$ cat src/rtl/count_ctrl_if.sv
// Command/status bundle between the board controls, count_ctrl and the 8-bit counter.
// master: the run controller; slave: the side driving commands and observing strobes.
interface count_ctrl_if;
    logic       start;
    logic       stop;
    logic       clear;
    logic [7:0] start_val;
    logic [7:0] end_val;
    logic [7:0] cnt_val;
    logic       cnt_ld;
    logic [7:0] cnt_ld_val;
    logic       cnt_en;
    logic       busy;
    logic       done;

    modport master (
        input  start, stop, clear, start_val, end_val, cnt_val,
        output cnt_ld, cnt_ld_val, cnt_en, busy, done
    );

    modport slave (
        output start, stop, clear, start_val, end_val, cnt_val,
        input  cnt_ld, cnt_ld_val, cnt_en, busy, done
    );
endinterface

$ cat src/rtl/count_ctrl.sv
// Run controller for the 8-bit counter: load/run/pause/done sequencing with a DIV-cycle enable strobe.
// Optional COUNT_CTRL_AUTORELOAD_EN: DONE lasts one cycle and restarts the run automatically.
module count_ctrl #(
    parameter int unsigned DIV = 100_000_000
) (
    input  logic         clk,
    input  logic         rst,
    count_ctrl_if.master bus
);
    localparam int unsigned DW       = $clog2(DIV);
    localparam logic [DW-1:0] DIV_LAST = DW'(DIV - 1);

    typedef enum logic [2:0] {S_IDLE, S_LOAD, S_RUN, S_PAUSE, S_DONE} state_t;

    state_t        state, state_nxt;
    logic [DW-1:0] div_q, div_nxt;
    logic          ld_nxt;
    logic          en_nxt;
    logic [7:0]    ld_val_nxt;
    logic          start_ok;

    // stop outranks start in every state
    assign start_ok = bus.start & ~bus.stop;

    // Next state, divider and strobe values; clear overrides everything
    always_comb begin
        state_nxt  = state;
        div_nxt    = div_q;
        ld_nxt     = 1'b0;
        en_nxt     = 1'b0;
        ld_val_nxt = bus.cnt_ld_val;
        if (bus.clear) begin
            state_nxt  = S_IDLE;
            div_nxt    = '0;
            ld_nxt     = 1'b1;
            ld_val_nxt = 8'h00;
        end else begin
            case (state)
                S_IDLE: begin
                    if (start_ok) state_nxt = S_LOAD;
                end
                S_LOAD: begin
                    state_nxt = S_RUN;
                    div_nxt   = '0;
                end
                S_RUN: begin
                    // a stop cycle does not advance the divider, so a tick it coincides with is deferred
                    if (bus.stop) begin
                        state_nxt = S_PAUSE;
                    end else if (div_q == DIV_LAST) begin
                        div_nxt = '0;
                        if (bus.cnt_val == bus.end_val) state_nxt = S_DONE;
                        else                            en_nxt    = 1'b1;
                    end else begin
                        div_nxt = div_q + DW'(1);
                    end
                end
                S_PAUSE: begin
                    if (start_ok) state_nxt = S_RUN;
                end
                S_DONE: begin
`ifdef COUNT_CTRL_AUTORELOAD_EN
                    if (!bus.stop) state_nxt = S_LOAD;
`else
                    if (start_ok) state_nxt = S_LOAD;
`endif
                end
                default: state_nxt = S_IDLE;
            endcase
            if (state_nxt == S_LOAD) begin
                ld_nxt     = 1'b1;
                ld_val_nxt = bus.start_val;
            end
        end
    end

    // State, divider and all outputs registered together (Moore outputs)
    always_ff @(posedge clk or posedge rst) begin
        if (rst) begin
            state          <= S_IDLE;
            div_q          <= '0;
            bus.cnt_ld     <= 1'b0;
            bus.cnt_ld_val <= 8'h00;
            bus.cnt_en     <= 1'b0;
            bus.busy       <= 1'b0;
            bus.done       <= 1'b0;
        end else begin
            state          <= state_nxt;
            div_q          <= div_nxt;
            bus.cnt_ld     <= ld_nxt;
            bus.cnt_ld_val <= ld_val_nxt;
            bus.cnt_en     <= en_nxt;
            bus.busy       <= (state_nxt == S_LOAD) || (state_nxt == S_RUN) || (state_nxt == S_PAUSE);
            bus.done       <= (state_nxt == S_DONE);
        end
    end
endmodule
$ cat src/flat_wrapper.sv
// flat-port wrapper written by rule: the top's interface ports become plain ports
module count_ctrl_flat 
#(
    parameter int unsigned DIV = 100_000_000
)
  (clk, rst, bus_start, bus_stop, bus_clear, bus_start_val, bus_end_val, bus_cnt_val, bus_cnt_ld, bus_cnt_ld_val, bus_cnt_en, bus_busy, bus_done);
  count_ctrl_if bus_i ();
  input  logic clk;
  input  logic rst;
  input wire logic [$bits(bus_i.start)-1:0] bus_start;
  input wire logic [$bits(bus_i.stop)-1:0] bus_stop;
  input wire logic [$bits(bus_i.clear)-1:0] bus_clear;
  input wire logic [$bits(bus_i.start_val)-1:0] bus_start_val;
  input wire logic [$bits(bus_i.end_val)-1:0] bus_end_val;
  input wire logic [$bits(bus_i.cnt_val)-1:0] bus_cnt_val;
  output wire logic [$bits(bus_i.cnt_ld)-1:0] bus_cnt_ld;
  output wire logic [$bits(bus_i.cnt_ld_val)-1:0] bus_cnt_ld_val;
  output wire logic [$bits(bus_i.cnt_en)-1:0] bus_cnt_en;
  output wire logic [$bits(bus_i.busy)-1:0] bus_busy;
  output wire logic [$bits(bus_i.done)-1:0] bus_done;
  assign bus_i.start = bus_start;
  assign bus_i.stop = bus_stop;
  assign bus_i.clear = bus_clear;
  assign bus_i.start_val = bus_start_val;
  assign bus_i.end_val = bus_end_val;
  assign bus_i.cnt_val = bus_cnt_val;
  assign bus_cnt_ld = bus_i.cnt_ld;
  assign bus_cnt_ld_val = bus_i.cnt_ld_val;
  assign bus_cnt_en = bus_i.cnt_en;
  assign bus_busy = bus_i.busy;
  assign bus_done = bus_i.done;
  count_ctrl #(.DIV(DIV)) u_core (.clk(clk), .rst(rst), .bus(bus_i));
endmodule
$ cat config.mk
export PLATFORM = sky130hd
export DESIGN_NAME = count_ctrl_flat
export DESIGN_NICKNAME = d
export VERILOG_FILES = /design/src/rtl/count_ctrl_if.sv /design/src/rtl/count_ctrl.sv /design/src/flat_wrapper.sv
export SDC_FILE = /design/constraint.sdc
export NUM_CORES = 1
export LEC_CHECK = 0
export BUFFER_PORTS_ARGS = -buffer_cell sky130_fd_sc_hd__buf_2
export CAP_MARGIN = 20
export CORE_MARGIN = 2
export CORE_UTILIZATION = 50
export DETAILED_ROUTE_END_ITERATION = 10
export GPL_ROUTABILITY_DRIVEN = 0
export PLACE_DENSITY = 0.76
export SYNTH_ARGS = -nofsm -noshare
export SYNTH_HDL_FRONTEND = slang
export SYNTH_SLANG_ARGS = --single-unit
$ cat constraint.sdc
create_clock -name clk -period 1.77 [get_ports clk]
set_clock_uncertainty 0.1 [all_clocks]
set_input_delay 0.4425 -clock clk [delete_from_list [all_inputs] [get_ports clk]]
set_output_delay 0.4425 -clock clk [all_outputs]
set_load 0.01 [all_outputs]
* After elaboration in Yosys (flattened, before gate mapping)
Index checks and enable logic that the tools add are counted.
** Operators by class
- Divide/modulo/power cells :: 0
- Order comparisons :: 0
- Bitwise operators :: 2
- Shifts and indexed selects :: 0
- Multipliers :: 0
- Add/subtract/negate cells :: 1
- Equal/unequal tests :: 12
- Multiplexer cells :: 21
- Reduce and logical (&&, ||, !) cells :: 7
** Operators by type and width (count)
- 2-to-1 mux 27 bit :: 3
- case mux 27 bit (2 select lines) :: 1
- adder 27 x 1 -> 27 bit (second input constant) :: 1
- equality test 27 bit (second input constant) :: 1
- 2-to-1 mux 3 bit :: 7
- 2-to-1 mux 8 bit :: 2
- equality test 3 x 2 -> 1 bit (second input constant) :: 4
- case mux 3 bit (4 select lines) :: 1
- equality test 3 x 1 -> 1 bit (second input constant) :: 3
- equality test 8 bit :: 1
- 2-to-1 mux 1 bit :: 7
- equality test 3 bit (second input constant) :: 2
- zero test 3 bit :: 1
- != test 3 bit (second input constant) :: 1
- nonzero test 3 bit :: 1
- logical OR 1 bit :: 2
- AND reduction 2 bit :: 1
- nonzero test 2 bit :: 1
- OR reduction 2 bit :: 1
- bitwise AND 1 bit :: 1
- inverter 1 bit :: 1
** Storage, ports and cells
- Bits in registers :: 42
- Logic and storage cells :: 50
- Output and inout port bits :: 12
- Memories kept :: 0
- Bits in writable memories :: 0
- Memory bits (read-only) :: 0
- Bits in latches :: 0

* Longest topological paths before layout
- Word-level depth :: 10
- Mapped depth :: 8

* Least setup slack after synthesis
Ideal clock, no wire load.
- Kind :: register to register
- From :: reg u_core.div_q[0]
- To :: reg u_core.div_q[22]
- Data arrival time :: 1776 ps
- Library setup time :: 69 ps
- Required time :: 1601 ps
- Stages on the path, launching flop included :: 8
- Path slack :: -175 ps
- Cell sequence :: dfrtp_1 ha_1 and3_1 and4_1 buf_6 nand4_2 or4b_1 nand3_1
** On the way
- Cells in the longest elaborated chain, start to end :: 5
- Elaborated cells on any way between the ends :: 6
- Those cells by class :: 1 x add/sub; 1 x eq/ne; 4 x mux
** RTL lines
- start: declaration :: line count_ctrl.sv:16 : logic [DW-1:0] div_q, div_nxt;
- start signal: assignment :: line count_ctrl.sv:89 : div_q <= div_nxt;
- adder 27 x 1 -> 27 bit / equality test 27 bit (equally long branches) :: line count_ctrl.sv:55, count_ctrl.sv:50
- 2-to-1 mux 27 bit (*) :: line count_ctrl.sv:50 : end else if (div_q == DIV_LAST) begin
- 2-to-1 mux 27 bit (*) :: line count_ctrl.sv:48 : if (bus.stop) begin
- case mux 27 bit (2 select lines) (*) :: line count_ctrl.sv:38 : case (state)
- 2-to-1 mux 27 bit (*) :: line count_ctrl.sv:32 : if (bus.clear) begin
Mark *: on every way between the ends. The rest lies on a longest branch, timed or not. The select of a mux whose other input is x is not followed.
A chain may end at the register's enable or synchronous reset.

* Worst setup path in the final report
- From :: reg u_core.div_q[25]
- To :: reg u_core.div_q[25]
Same word-level chain as after synthesis.

==> out/results.tsv <==
stage	metric	value	unit
timing	hold_ws	0.0877	ns
worst_setup_path	max_stage_delay	0.40	ns
global_route	grt-ovfl-total	0	
floorplan	ios	41	
final_layout	multiInputGateArea	1320	sq um
clocking	hold_buffers	0	
floorplan	die_area	5060	sq um
clocking	clock_path_buffers	2	
placement	portBuffers	40	
route	dr.pass1.iters	4	
clocking	root_buffer	clkbuf_8	
clocking	h-tree-depth	2	
timing	worst_slew_pin_slew	0.370	ns
clocking	clk_latency	0.30	ns
status	violations	negative setup slack	
timing	hold_viol	0	
timing	timing.final.max_slew_violations	0	
worst_setup_path	crit_fanout	5	
placement	place_area	2950	sq um
final_layout	drive_above_1_share	42.8	%
synthesis	syn_nets	278	
worst_setup_path	timing.rr.end	u_core.div_q[25]$_DFFE_PP0P_	
synthesis	ys_warn_count	0	
worst_setup_path	crit_path_end_kind	register	
final_layout	ff_latch_area	1050	sq um
clocking	cts.sinks	42	
synthesis	syn_area_per_cell	9.08	sq um
worst_setup_path	crit_end	u_core.div_q[25]$_DFFE_PP0P_	
power_and_ir_drop	peakVddDrop	0.602	mV
worst_setup_path	cp-start-kind	register	
route	drtIter0Drc	133	
synthesis	netlist_area	2250	sq um
timing	max_freq	0.536	GHz
timing	period_needed	1.86	ns
worst_hold_path	hold_class	in2async	
global_route	grt_pass1_wl	9850	um
floorplan	row_count	24	
final_layout	final_cell_mix	buf_4 (64), dfrtp_1 (42), buf_2 (40)	
worst_setup_path	crit_type	reg2reg	
route	drtAntennaViolNets	0	
placement	dp_hpwl	4090	um
final_layout	layout.nets	389	
synthesis	synth-edff-count	0	
timing	setup_violations	20	
global_route	grt_pass1_vias	2194	
worst_setup_path	ff2ff_path_depth	7	
route	drc	0	
floorplan	core	4350	sq um
global_route	grt_antenna_before_repair	0	
worst_setup_path	path_common_cell	buf_6	
power_and_ir_drop	cellPowerDensity	664	nW/um^2
worst_setup_path	crit_arrival	1.96	ns
synthesis	ys_seq_area_share	46.7	%
route	routed_wirelength	6340	um
synthesis	synthArstFlopShare	100	%
timing	final.period_utilization	105	%
route	num_vias	2314	
final_layout	diodes	0	
clocking	path_clk_slew	0.09	ns
synthesis	synth_ff_type	dfrtp_1	
floorplan	die_x	71.1	um
flow_run	maxCapViolCount	0	
synthesis	synthCells	248	
synthesis	ys_seq_elements	42	
final_layout	final_common_cell	buf_4	
global_route	grt_max_degree	43	
floorplan	dieHeight	71.1	um
power_and_ir_drop	leakagePower	1.60	nW
final_layout	fill_cells	289	
clocking	numCtsBuffers	5	
placement	place_ws	-0.119	ns
worst_setup_path	startpoint	u_core.div_q[25]$_DFFE_PP0P_	
worst_setup_path	regToRegSetupSlack	-0.09	ns
floorplan	start_util	51.7	%
global_route	gr-usage-all-layers	24.9	%
route	post_drt_wl_per_cell	15.4	um
worst_setup_path	crit_chain	nor4b_2, nand4_1, o21ba_4, buf_6, nor2_4, buf_6, nor2_1	
status	outcome	finished with violations	
final_layout	syn_to_final_growth	50.8	%
clocking	cts_tree	done	
final_layout	stdcell_area	3400	sq um
synthesis	ys_types	41	
timing	fin_ws	-0.0941	ns
timing	relSlewSlack	75.3	%
route	viasPerCell	5.62	
timing	rsz0062_at_grt	true	
worst_setup_path	crit_slowest_cell	dfrtp_1	
worst_setup_path	required	1.87	ns
worst_setup_path	rr_startpoint	u_core.div_q[25]$_DFFE_PP0P_	
logic make-up (layout without fill, tap and decap cells):
kind of cell,count (synthesis),in the layout,share of synthesized area [%]
and+or+nand+nor,124,124,29.9
xor gates and xnor gates,18,18,7.00
AOI/OAI and AO/OA,47,47,12.6
adders and majority gates,1,1,0.555
DFF,42,42,46.7
buffers and inverters,16,128,3.22
metal layers:
metal,vias to the layer above,GRT usage [%],share of wire [%]
met2,74,44.7,51
met4,0,7.13,2.2
met5,-,0,0
met3,17,5.13,5.5
li1,1112,-,-
met1,1111,30.4,41
how the worst min path moves through the flow:
stage / start / end / cells after the start
floorplan: u_core.div_q[16]$_DFFE_PP0P_ / u_core.div_q[16]$_DFFE_PP0P_ / 1
global placement: u_core.div_q[16]$_DFFE_PP0P_ / u_core.div_q[16]$_DFFE_PP0P_ / 1
detailed placement: u_core.div_q[16]$_DFFE_PP0P_ / u_core.div_q[16]$_DFFE_PP0P_ / 1
CTS: rst / u_core.div_q[25]$_DFFE_PP0P_ / 3
global route: rst / u_core.div_q[17]$_DFFE_PP0P_ / 3
finish: rst / u_core.div_q[25]$_DFFE_PP0P_ / 3
area by class of cell:
type                    instances  share of cell area (%)
repair buffers                114                    23.6
inverters                       6                   0.663
clock inverters                 3                    2.03
well taps                      52                    1.92
multi-input cells             190                    38.8
flip-flops and latches         42                    31.0
clock buffers                   5                    2.03
power by group:
group	switching, mW	internal (mW)	leakage, nW	total (mW)
clock network	0.359	0.565	0.0683	0.925
logic	0.168	0.166	0.954	0.333
registers	0.0143	0.981	0.579	0.995
cells in the mapped netlist (3+ instances only):
master | n | area, sq um
dfrtp_1 | 42 | 1050
nand2_1 | 36 | 135
nor2_1 | 15 | 56.3
xnor2_1 | 15 | 131
a21oi_1 | 13 | 65.1
a31oi_1 | 13 | 81.3
nand3_1 | 13 | 65.1
nand4_1 | 10 | 62.6
o21ai_0 | 10 | 50.1
and2_1 | 7 | 43.8
inv_1 | 6 | 22.5
and3_1 | 5 | 31.3
and4_1 | 5 | 43.8
clkbuf_1 | 5 | 18.8
nand2b_1 | 5 | 31.3
nor3_1 | 5 | 25.0
buf_2 | 4 | 20.0
nor4b_1 | 4 | 35.0
nor2b_1 | 3 | 18.8
nor3b_1 | 3 | 22.5
nor4_1 | 3 | 18.8
xor2_1 | 3 | 26.3
per-stage QoR:
step / util [%] / setup TNS (ns) / power [mW] / instances
6_report: 78.0 / -0.971 / 2.25 / 412
5_1_grt: 78.0 / -2.35 / 2.34 / 412
4_1_cts: 74.2 / -0.457 / 2.24 / 404
3_5_place_dp: 67.8 / -1.25 / 1.29 / 388
3_3_place_gp: 67.8 / -0.299 / 1.28 / 388
2_1_floorplan: - / -0.107 / 1.15 / 248
registers in the layout, summed over array words and instances, names as in the netlist:
name,cells
u_core.bus.busy,1
u_core.bus.cnt_en,1
u_core.bus.cnt_ld,1
u_core.bus.cnt_ld_val,8
u_core.bus.done,1
u_core.div_q,27
u_core.state,3
worst max-delay path: cells and delay by family, from the launching register on:
kind | cells | cell delay, ns
AOI/OAI and AO/OA | 1 | 0.28
buffers and inverters | 2 | 0.30
DFF | 1 | 0.40
and+or+nand+nor | 4 | 0.68
timing repair:
action                     in CTS  in global routing
gates resized for setup        19                 21
gates cloned                    1                  0
setup endpoints to repair      24                 29
pin swaps                      21                 15
setup buffers                   7                  8
Power figures use the tool's default switching activity.
